`config.mk`:
```
export PLATFORM = sky130hd
export DESIGN_NAME = usb_tx_scheduler
export DESIGN_NICKNAME = d
export VERILOG_FILES = /design/src/rtl/usb_tx_pkg.sv /design/src/rtl/sched_timer.sv /design/src/rtl/usb_tx_scheduler.sv
export SDC_FILE = /design/constraint.sdc
export NUM_CORES = 1
export LEC_CHECK = 0
export ABC_CLOCK_PERIOD_IN_PS = 1700
export CORE_MARGIN = 10
export CORE_UTILIZATION = 46
export DETAILED_ROUTE_END_ITERATION = 12
export PLACE_DENSITY_LB_ADDON = 0.05
export REMOVE_ABC_BUFFERS = 1
export SYNTH_ARGS = -nofsm -noshare
export SYNTH_HDL_FRONTEND = slang
export SYNTH_SLANG_ARGS = --single-unit
```
`constraint.sdc`:
```
create_clock -name clk -period 1.7 [get_ports clk]
set_input_delay 0.425 -clock clk [delete_from_list [all_inputs] [get_ports clk]]
set_output_delay 0.425 -clock clk [all_outputs]
set_load 0.005 [all_outputs]
```
`src/rtl/usb_tx_pkg.sv`:
```
// Shared definitions for the USB TX scheduler: packet codes, state encoding,
// command payload and size clamping.
package usb_tx_pkg;

  localparam int unsigned PKT_CODE_W  = 2;
  localparam int unsigned SIZE_W      = 7;
  localparam int unsigned TIMER_W     = 8;
  localparam int unsigned MAX_PAYLOAD = 64;

  localparam logic [PKT_CODE_W-1:0] TXP_IDLE = 2'b00;
  localparam logic [PKT_CODE_W-1:0] TXP_DATA = 2'b01;
  localparam logic [PKT_CODE_W-1:0] TXP_ACK  = 2'b10;
  localparam logic [PKT_CODE_W-1:0] TXP_NACK = 2'b11;

  typedef enum logic [2:0] {
    ST_IDLE,
    ST_ISSUE,
    ST_WAIT_DONE,
    ST_GAP,
    ST_DATA_HOLD
  } sched_state_e;

  // Latched command handed to the TX FSM.
  typedef struct packed {
    logic [PKT_CODE_W-1:0] code;
    logic [SIZE_W-1:0]     size;
  } tx_cmd_t;

  // Payload sizes above the USB full-speed bulk maximum are clamped.
  function automatic logic [SIZE_W-1:0] clamp_size(input logic [SIZE_W-1:0] size);
    return (size > SIZE_W'(MAX_PAYLOAD)) ? SIZE_W'(MAX_PAYLOAD) : size;
  endfunction

endpackage

```
`src/rtl/sched_timer.sv`:
```
// Clearable saturating cycle counter with terminal-count compare.
//  clk, n_rst : clock, async active-low reset
//  clr        : restart counting from 0 on the next edge
//  term       : terminal count value
//  tc_c       : combinational, high while count == term
module sched_timer
  import usb_tx_pkg::*;
(
  input  logic               clk,
  input  logic               n_rst,
  input  logic               clr,
  input  logic [TIMER_W-1:0] term,
  output logic               tc_c
);

  logic [TIMER_W-1:0] cnt;

  // Counter holds at all-ones instead of wrapping.
  always_ff @(posedge clk or negedge n_rst) begin
    if (!n_rst) begin
      cnt <= '0;
    end else if (clr) begin
      cnt <= '0;
    end else if (cnt != '1) begin
      cnt <= cnt + TIMER_W'(1);
    end
  end

  assign tc_c = (cnt == term);

endmodule

```
`src/rtl/usb_tx_scheduler.sv`:
```
// USB TX scheduler: arbitrates handshake (ACK/NACK) and DATA requests onto the
// single TX packet path, holds the command while the TX FSM transmits, then
// enforces an inter-packet gap.
//  hs_req/hs_is_nack/hs_ack       : handshake request (level) and accept pulse
//  data_req/data_size/data_ack    : DATA request (level) and accept pulse
//  tx_packet/tx_packet_data_size  : command and latched payload size to the TX FSM
//  tx_busy                        : TX FSM transmitting
//  retry_req                      : host re-send request (USB_TX_RETRY_EN only)
//  sched_busy, tx_error, err_clear: status, sticky error, error clear
// Build option: define USB_TX_RETRY_EN to enable the DATA_HOLD retry window.
module usb_tx_scheduler
  import usb_tx_pkg::*;
#(
  parameter int unsigned GAP_CYCLES    = 16,
  parameter int unsigned START_TIMEOUT = 32,
  parameter int unsigned MAX_RETRY     = 3,
  parameter int unsigned RETRY_WINDOW  = 64
) (
  input  logic                  clk,
  input  logic                  n_rst,
  input  logic                  hs_req,
  input  logic                  hs_is_nack,
  output logic                  hs_ack,
  input  logic                  data_req,
  input  logic [SIZE_W-1:0]     data_size,
  output logic                  data_ack,
  output logic [PKT_CODE_W-1:0] tx_packet,
  output logic [SIZE_W-1:0]     tx_packet_data_size,
  input  logic                  tx_busy,
  input  logic                  retry_req,
  output logic                  sched_busy,
  output logic                  tx_error,
  input  logic                  err_clear
);

  sched_state_e          state_q, state_d;
  tx_cmd_t               cmd_q, cmd_d;
  logic [TIMER_W-1:0]    retry_q, retry_d;
  logic                  accept_hs_c, accept_data_c, set_err_c;
  logic                  timer_clr_c, timer_tc_c;
  logic [TIMER_W-1:0]    timer_term_c;
  logic                  hs_ack_d, data_ack_d, sched_busy_d, tx_error_d;
  logic [PKT_CODE_W-1:0] tx_packet_d;

  sched_timer u_timer (
    .clk   (clk),
    .n_rst (n_rst),
    .clr   (timer_clr_c),
    .term  (timer_term_c),
    .tc_c  (timer_tc_c)
  );

  // Per-state terminal count for the shared timer.
  always_comb begin
    timer_term_c = '1;
    case (state_q)
      ST_ISSUE:     timer_term_c = TIMER_W'(START_TIMEOUT - 1);
      ST_GAP:       timer_term_c = TIMER_W'(GAP_CYCLES - 1);
`ifdef USB_TX_RETRY_EN
      ST_DATA_HOLD: timer_term_c = TIMER_W'(RETRY_WINDOW - 1);
`endif
      default:      ;
    endcase
  end

  // State, command latch and registered outputs.
  always_ff @(posedge clk or negedge n_rst) begin
    if (!n_rst) begin
      state_q    <= ST_IDLE;
      cmd_q      <= '0;
      retry_q    <= '0;
      hs_ack     <= 1'b0;
      data_ack   <= 1'b0;
      tx_packet  <= TXP_IDLE;
      sched_busy <= 1'b0;
      tx_error   <= 1'b0;
    end else begin
      state_q    <= state_d;
      cmd_q      <= cmd_d;
      retry_q    <= retry_d;
      hs_ack     <= hs_ack_d;
      data_ack   <= data_ack_d;
      tx_packet  <= tx_packet_d;
      sched_busy <= sched_busy_d;
      tx_error   <= tx_error_d;
    end
  end

  // Next-state, arbitration and command latch.
  always_comb begin
    state_d       = state_q;
    cmd_d         = cmd_q;
    retry_d       = retry_q;
    accept_hs_c   = 1'b0;
    accept_data_c = 1'b0;
    set_err_c     = 1'b0;
    case (state_q)
      ST_IDLE: begin
        // A stale transfer still on the wire blocks new issues.
        if (!tx_busy) begin
          if (hs_req) begin
            accept_hs_c = 1'b1;
            cmd_d.code  = hs_is_nack ? TXP_NACK : TXP_ACK;
            cmd_d.size  = '0;
            retry_d     = '0;
            state_d     = ST_ISSUE;
          end else if (data_req) begin
            accept_data_c = 1'b1;
            cmd_d.code    = TXP_DATA;
            cmd_d.size    = clamp_size(data_size);
            retry_d       = '0;
            state_d       = ST_ISSUE;
          end
        end
      end
      ST_ISSUE: begin
        if (tx_busy) begin
          state_d = ST_WAIT_DONE;
        end else if (timer_tc_c) begin
          set_err_c = 1'b1;
          state_d   = ST_IDLE;
        end
      end
      ST_WAIT_DONE: begin
        if (!tx_busy) state_d = ST_GAP;
      end
      ST_GAP: begin
        if (timer_tc_c) begin
`ifdef USB_TX_RETRY_EN
          state_d = (cmd_q.code == TXP_DATA) ? ST_DATA_HOLD : ST_IDLE;
`else
          state_d = ST_IDLE;
`endif
        end
      end
      ST_DATA_HOLD: begin
`ifdef USB_TX_RETRY_EN
        if (retry_req) begin
          if (retry_q < TIMER_W'(MAX_RETRY)) begin
            retry_d = retry_q + TIMER_W'(1);
            state_d = ST_ISSUE;
          end else begin
            set_err_c = 1'b1;
            state_d   = ST_IDLE;
          end
        end else if (timer_tc_c) begin
          state_d = ST_IDLE;
        end
`else
        state_d = ST_IDLE;
`endif
      end
      default: state_d = ST_IDLE;
    endcase
  end

  // Output decode from the upcoming state; timer restarts on every state entry.
  always_comb begin
    hs_ack_d     = accept_hs_c;
    data_ack_d   = accept_data_c;
    tx_packet_d  = TXP_IDLE;
    sched_busy_d = (state_d != ST_IDLE);
    tx_error_d   = tx_error;
    timer_clr_c  = (state_d != state_q);
    if (state_d == ST_ISSUE || state_d == ST_WAIT_DONE) tx_packet_d = cmd_d.code;
    if (err_clear) tx_error_d = 1'b0;
    if (set_err_c) tx_error_d = 1'b1;
  end

  assign tx_packet_data_size = cmd_q.size;

`ifndef USB_TX_RETRY_EN
  logic unused_retry;
  assign unused_retry = ^{retry_req, TIMER_W'(MAX_RETRY), TIMER_W'(RETRY_WINDOW)};
`endif

endmodule

```
# Word level (Yosys, flattened, before mapping)

Index checks and enable logic that the tools add are counted.

Add/sub/neg operators: 1
Muxes and demuxes: 29
Order comparisons: 1
Eq/ne operators: 8
Reduce and logical (&&, ||, !) cells: 7
Bitwise gates (word level): 1

Operators by type and width:

| operator                                      | count |
|---|---|
| 2-to-1 mux 9 bit                              | 4 |
| 2-to-1 mux 3 bit                              | 6 |
| 2-to-1 mux 8 bit                              | 2 |
| one-hot mux 8 bit (2 select lines)            | 1 |
| 2-to-1 mux 1 bit                              | 13 |
| one-hot mux 3 bit (4 select lines)            | 1 |
| == test 3 x 2 -> 1 bit, second input constant | 3 |
| adder 8 x 1 -> 8 bit, second input constant   | 1 |
| == test 8 bit                                 | 1 |
| != test 8 bit, second input constant          | 1 |
| > comparator 7 bit, second input constant     | 1 |
| 2-to-1 mux 7 bit                              | 1 |
| == test 3 x 1 -> 1 bit, second input constant | 2 |
| nonzero test 2 bit                            | 3 |
| zero test 3 bit                               | 1 |
| != test 3 bit                                 | 1 |
| AND reduction 3 bit                           | 1 |
| nonzero test 3 bit                            | 1 |
| 2-to-1 mux 2 bit                              | 1 |
| logical OR 1 bit                              | 1 |
| NOT 1 bit                                     | 1 |

Word-level logic and storage cells: 56
Bits of input ports: 15
Bits in registers: 26

# Depth between registers and ports, before layout

Depth after elaboration: 9
Gate-level depth with buffers: 6
Mapped depth without buffers: 5

# Modules after synthesis

A second synthesis with hierarchy kept.

Cell total of the unflattened synthesis: 147
Area total of the unflattened synthesis: 1410.1 um^2

By module, submodules not included:

| module           | area an instance (um^2) | cells each | times used |
|---|---|---|---|
| usb_tx_scheduler | 868.3                   | 89         | 1 |
| sched_timer      | 541.8                   | 58         | 1 |

# Worst setup path after synthesis

OpenSTA, ideal clock, no wires.

Path kind: flip-flop to flip-flop
From: register u_timer.cnt[0]
To: register u_timer.cnt[0]
Clock period less this slack: 1611 ps
Setup time: 86 ps
Data arrival time: 1525 ps
Slack: 89 ps
Path buffers: 1
Stages on the path, launching flop included: 7
Cell sequence: dfrtp_1 -> ha_1 -> and3_1 -> clkbuf_1 -> a211oi_2 -> a211oi_1 -> nor3_1

Word-level cells in the longest chain between the ends: 6
Elaborated cells between the ends (all ways): 10
Classes of those cells: add/sub: 1; eq/ne: 3; mux: 5; reduce/logical: 1

RTL lines:

| item                                                   | RTL line                                         | text |
|---|---|---|
| start, declared                                        | sched_timer.sv:16                                | `logic [TIMER_W-1:0] cnt;` |
| start signal, assigned                                 | sched_timer.sv:25                                | `cnt <= cnt + TIMER_W'(1);` |
| == test 8 bit                                          | sched_timer.sv:29                                | `assign tc_c = (cnt == term);` |
| 2-to-1 mux 3 bit                                       | usb_tx_scheduler.sv:119, usb_tx_scheduler.sv:128 |  |
| 2-to-1 mux 3 bit                                       | usb_tx_scheduler.sv:117                          | `if (tx_busy) begin` |
| one-hot mux 3 bit (4 select lines)                     | usb_tx_scheduler.sv:97                           | `case (state_q)` |
| != test 3 bit                                          | usb_tx_scheduler.sv:164                          | `timer_clr_c = (state_d != state_q);` |
| 2-to-1 mux 8 bit or nonzero test 2 bit (tied branches) | n/a                                              |  |

Several ways; a longest one is shown, not always the timed one. The select of a mux whose other input is x is not followed.
A chain may end at the register's enable or synchronous reset.

# Final worst setup path

From: input tx_busy
To: register u_timer.cnt[7]

Word-level cells in the longest chain between the ends: 4
Elaborated cells between the ends (all ways): 7
Classes of those cells: eq/ne: 1; mux: 5; reduce/logical: 1

RTL lines:

| item                                                   | RTL line                                                                  | text |
|---|---|---|
| start, declared                                        | usb_tx_scheduler.sv:29                                                    | `input logic tx_busy,` |
| 2-to-1 mux 3 bit (on tied branches)                    | usb_tx_scheduler.sv:125, usb_tx_scheduler.sv:100, usb_tx_scheduler.sv:117 |  |
| one-hot mux 3 bit (4 select lines) (*)                 | usb_tx_scheduler.sv:97                                                    |  |
| != test 3 bit (*)                                      | usb_tx_scheduler.sv:164                                                   |  |
| 2-to-1 mux 8 bit or nonzero test 2 bit (tied branches) | n/a                                                                       |  |

Every way passes the cells marked *; elsewhere a longest branch is shown, timed or not.

==> impl_results.rst <==
.. list-table::
   :header-rows: 1

   * - Metric
     - Value
   * - CTS clk-pin slew, worst paths
     - 0.13 ns
   * - Area of combinational cells with multiple inputs
     - 716 sq um
   * - Worst-Skew Late Latency
     - 0.31 ns
   * - Buffers on Ports
     - 26
   * - Minimum clock period after layout
     - 1.65 ns
   * - Total half-perimeter wirelength after legalization and detailed placement
     - 2350 microns
   * - Pre-antenna DRT Iters
     - 4
   * - Share of final-layout standard cells stronger than drive strength 1
     - 0.224
   * - Predominant post-synthesis flop cell
     - sky130_fd_sc_hd__dfrtp_1
   * - Clk buf depth
     - 2
   * - Final estimated routing congestion in global placement
     - 0.836
   * - Critical path class
     - in2reg
   * - Number of flops mapped to enable cells by yosys
     - 0
   * - Unrepaired setup endpoints after global routing
     - true
   * - Die extent in x
     - 76.3 microns
   * - CP max stage cell
     - sky130_fd_sc_hd__clkdlybuf4s50_1
   * - Area Overhead vs Synth
     - 29.4%
   * - Area of the die
     - 5820 sq um
   * - Hold violation count in the final report
     - 0
   * - Global routing usage summed across all routing layers
     - 0.109
   * - Number of global-route vias before repair
     - 1,212
   * - Y dimension of the die
     - 76.3 microns
   * - Most common library cells after synthesis
     - sky130_fd_sc_hd__dfrtp_1 (26), sky130_fd_sc_hd__nand2_1 (11), sky130_fd_sc_hd__a31oi_1 (10), sky130_fd_sc_hd__nor3_1 (8)
   * - Headroom to the max-slew limit
     - 0.526
   * - Number of buffers and inverters on the critical path
     - 2
   * - Launching point of the worst reg2reg path
     - u_timer.cnt[0]
   * - Initial core utilization
     - 0.478
   * - Netlist area before placement
     - 1460 sq um
   * - Worst-margin pin slew
     - 0.694 ns
   * - Number of nets in the finished design
     - 201
   * - Top-area cell type share of the netlist area
     - 0.446
   * - Cells after Synth
     - 150
   * - Max Clock Skew
     - 0.00188 ns
   * - Final count of negative-setup-slack endpoints
     - 0
   * - Startpoint Class
     - input pin
   * - Number of warnings reported in the yosys synthesis log
     - 0
   * - Core utilization of the finished layout
     - 0.618
   * - Via density per instance
     - 5.36
   * - Power per standard cell area
     - 828 nW/um^2
   * - Dominant cell by count in the synthesized netlist
     - sky130_fd_sc_hd__dfrtp_1
   * - Remaining routing DRC violations
     - 0
   * - Hold WS
     - 0.471 ns
   * - Part of the Yosys area used for sequential elements
     - 0.446
   * - Required time worst endpoint
     - 1.92 ns
   * - Biggest cell delay along the critical path
     - 0.56 ns
   * - Largest fanout on the critical path
     - 8
   * - Vias
     - 1,216
   * - Endpoint of the lowest-slack register-to-register path
     - u_timer.cnt[7]
   * - TritonCTS clock tree
     - yes
   * - Synthesized area per cell
     - 9.73 sq um
   * - Top achievable clock speed
     - 0.606 GHz
   * - Cell row count
     - 20
   * - TritonCTS Sinks
     - 26
   * - Leakage power summed over all cells
     - 0.817 nW
   * - Post-synthesis cell type with the largest combined area
     - sky130_fd_sc_hd__dfrtp_1
   * - Pin count of the biggest net entering global routing
     - 27
   * - Flops & latches, synth
     - 26
   * - Core box area
     - 3050 sq um
   * - Ordered list of cells on the worst path
     - clkdlybuf4s50_1 -> buf_4 -> mux2i_1 -> a31oi_4 -> a311oi_2
   * - Per-cell routed wire length
     - 14.1 microns
   * - Max-Cap Viols
     - 0
   * - Arr. time, crit path
     - 1.87 ns
   * - Max-slew violations
     - 0
   * - Drt initial violations
     - 79
   * - Residual antenna-violating net count after detailed routing
     - 0
   * - H-tree depth reported by CTS
     - 1
   * - Final wirelength
     - 3190 microns
   * - Storage cell area
     - 654 sq um
   * - Ratio of final minimum period to clock period
     - 0.970
   * - Overflow left after global routing
     - 0
   * - Share of synthesized registers carrying an async set or reset
     - 1.00
   * - Worst R2R Path Depth
     - 6
   * - Clock tree root driver cell
     - sky130_fd_sc_hd__clkbuf_4
   * - CP endpoint kind
     - flop
   * - Wire length of the first global-routing pass
     - 5440 microns
   * - Worst supply voltage drop on vdd
     - 419 uV
   * - Total I/O pin count
     - 28
   * - Number of inserted filler cells in the final layout
     - 261
   * - Top cells by area, synth
     - sky130_fd_sc_hd__dfrtp_1 (45%), sky130_fd_sc_hd__a31oi_1 (4.3%), sky130_fd_sc_hd__buf_4 (3.6%)
   * - Antenna violations before repair
     - 0
   * - Slack of the worst reg-to-reg path
     - 0.07 ns
   * - Class of the tightest hold or removal check
     - in2async
   * - Unique masters post-synth
     - 47
   * - Total inserted antenna cells
     - 0
   * - Status
     - completed
   * - Number of CTS-inserted buffers
     - 3
   * - Critical path's top delay family
     - buffers and inverters
## layout make-up
class                           count  area share
Tap cell                           44      0.0292
Clock buffer                        3      0.0119
Timing Repair Buffer               46       0.219
Sequential cell                    26       0.347
Multi-Input combinational cell    101       0.379
Inverter                            7      0.0139
## cell usage in the layout (no fill, tap or decap), types with 4 or more instances in the layout
cell type / n
sky130_fd_sc_hd__o21ai_0: 4
sky130_fd_sc_hd__a31oi_1: 10
sky130_fd_sc_hd__o21ai_1: 5
sky130_fd_sc_hd__inv_1: 7
sky130_fd_sc_hd__nor2_1: 6
sky130_fd_sc_hd__nor2b_1: 7
sky130_fd_sc_hd__clkdlybuf4s50_1: 26
sky130_fd_sc_hd__buf_4: 19
sky130_fd_sc_hd__nand2_1: 11
sky130_fd_sc_hd__a21oi_1: 5
sky130_fd_sc_hd__nor3_1: 5
sky130_fd_sc_hd__dfrtp_1: 23
sky130_fd_sc_hd__and3_1: 4
## stage by stage
step | std cells | power, mW | setup TNS (ns) | worst slack (ns) | cell area [sq um]
6_report | 227 | 1.56 | 0 | 0.0504 | 1890
5_1_grt | 227 | 1.67 | -0.0749 | -0.0326 | 1890
4_1_cts | 224 | 1.57 | 0 | 0.00100 | 1820
3_5_place_dp | 220 | 1.31 | -4.23 | -0.355 | 1780
3_3_place_gp | 220 | 1.29 | -3.49 | -0.201 | 1780
2_1_floorplan | 134 | 1.01 | 0 | 0.168 | 1350
## logic make-up after synthesis
group	Yosys count	synth area share
other cells	1	0.00257
simple gates	53	0.218
buf+inv	23	0.0952
flops	26	0.446
compound gates	43	0.210
xor+xnor	1	0.00600
fa+ha+maj	1	0.00857
mux	2	0.0137
## timing repair
action	CTS	global route
pin swaps	1	3
endpoints found under the setup margin	1	12
gates resized for setup	1	10
endpoints found under the hold margin	0	0
hold buffers	0	0
buffers inserted	1	3
## power breakdown
group | leakage, nW | total (mW) | internal [mW] | switching [mW]
clock | 0.0138 | 0.250 | 0.0828 | 0.167
combinational | 0.470 | 0.516 | 0.312 | 0.204
sequential | 0.334 | 0.798 | 0.725 | 0.0727
## worst max-delay path by stage
stage | start | end | slack (ns) | cells past startpoint
floorplan | u_timer.cnt[0] | u_timer.cnt[0] | 0.17 | 5
global placement | tx_busy | sched_busy | -0.20 | 6
detailed placement | tx_busy | u_timer.cnt[7] | -0.35 | 5
CTS | u_timer.cnt[0] | sched_busy | 0.001 | 7
global route | u_timer.cnt[0] | u_timer.cnt[7] | -0.03 | 6
finish | tx_busy | u_timer.cnt[7] | 0.05 | 5
## metal layers
| layer | track usage | part of all wire | vias up |
|---|---|---|---|
| li1 | - | - | 600 |
| met1 | 0.138 | 0.47 | 584 |
| met2 | 0.177 | 0.47 | 26 |
| met3 | 0.0200 | 0.039 | 6 |
| met4 | 0.0465 | 0.016 | 0 |
| met5 | 0 | 0 | - |
## worst reg2reg max path, delay by kind of cell (launching register included)
kind	cells	cell delay [ns]
compound gates	3	0.55
fa+ha+maj	1	0.23
flops	1	0.43
simple gates	1	0.17
buf+inv	1	0.17
## state kept, by name (all words and copies together), names as in the netlist
register	cells
cmd_q	2
hs_ack	1
sched_busy	1
tx_error	1
u_timer.cnt	8
tx_packet	2
data_ack	1
tx_packet_data_size	7
state_q	3
No activity file was read; power rests on OpenSTA's default activity.
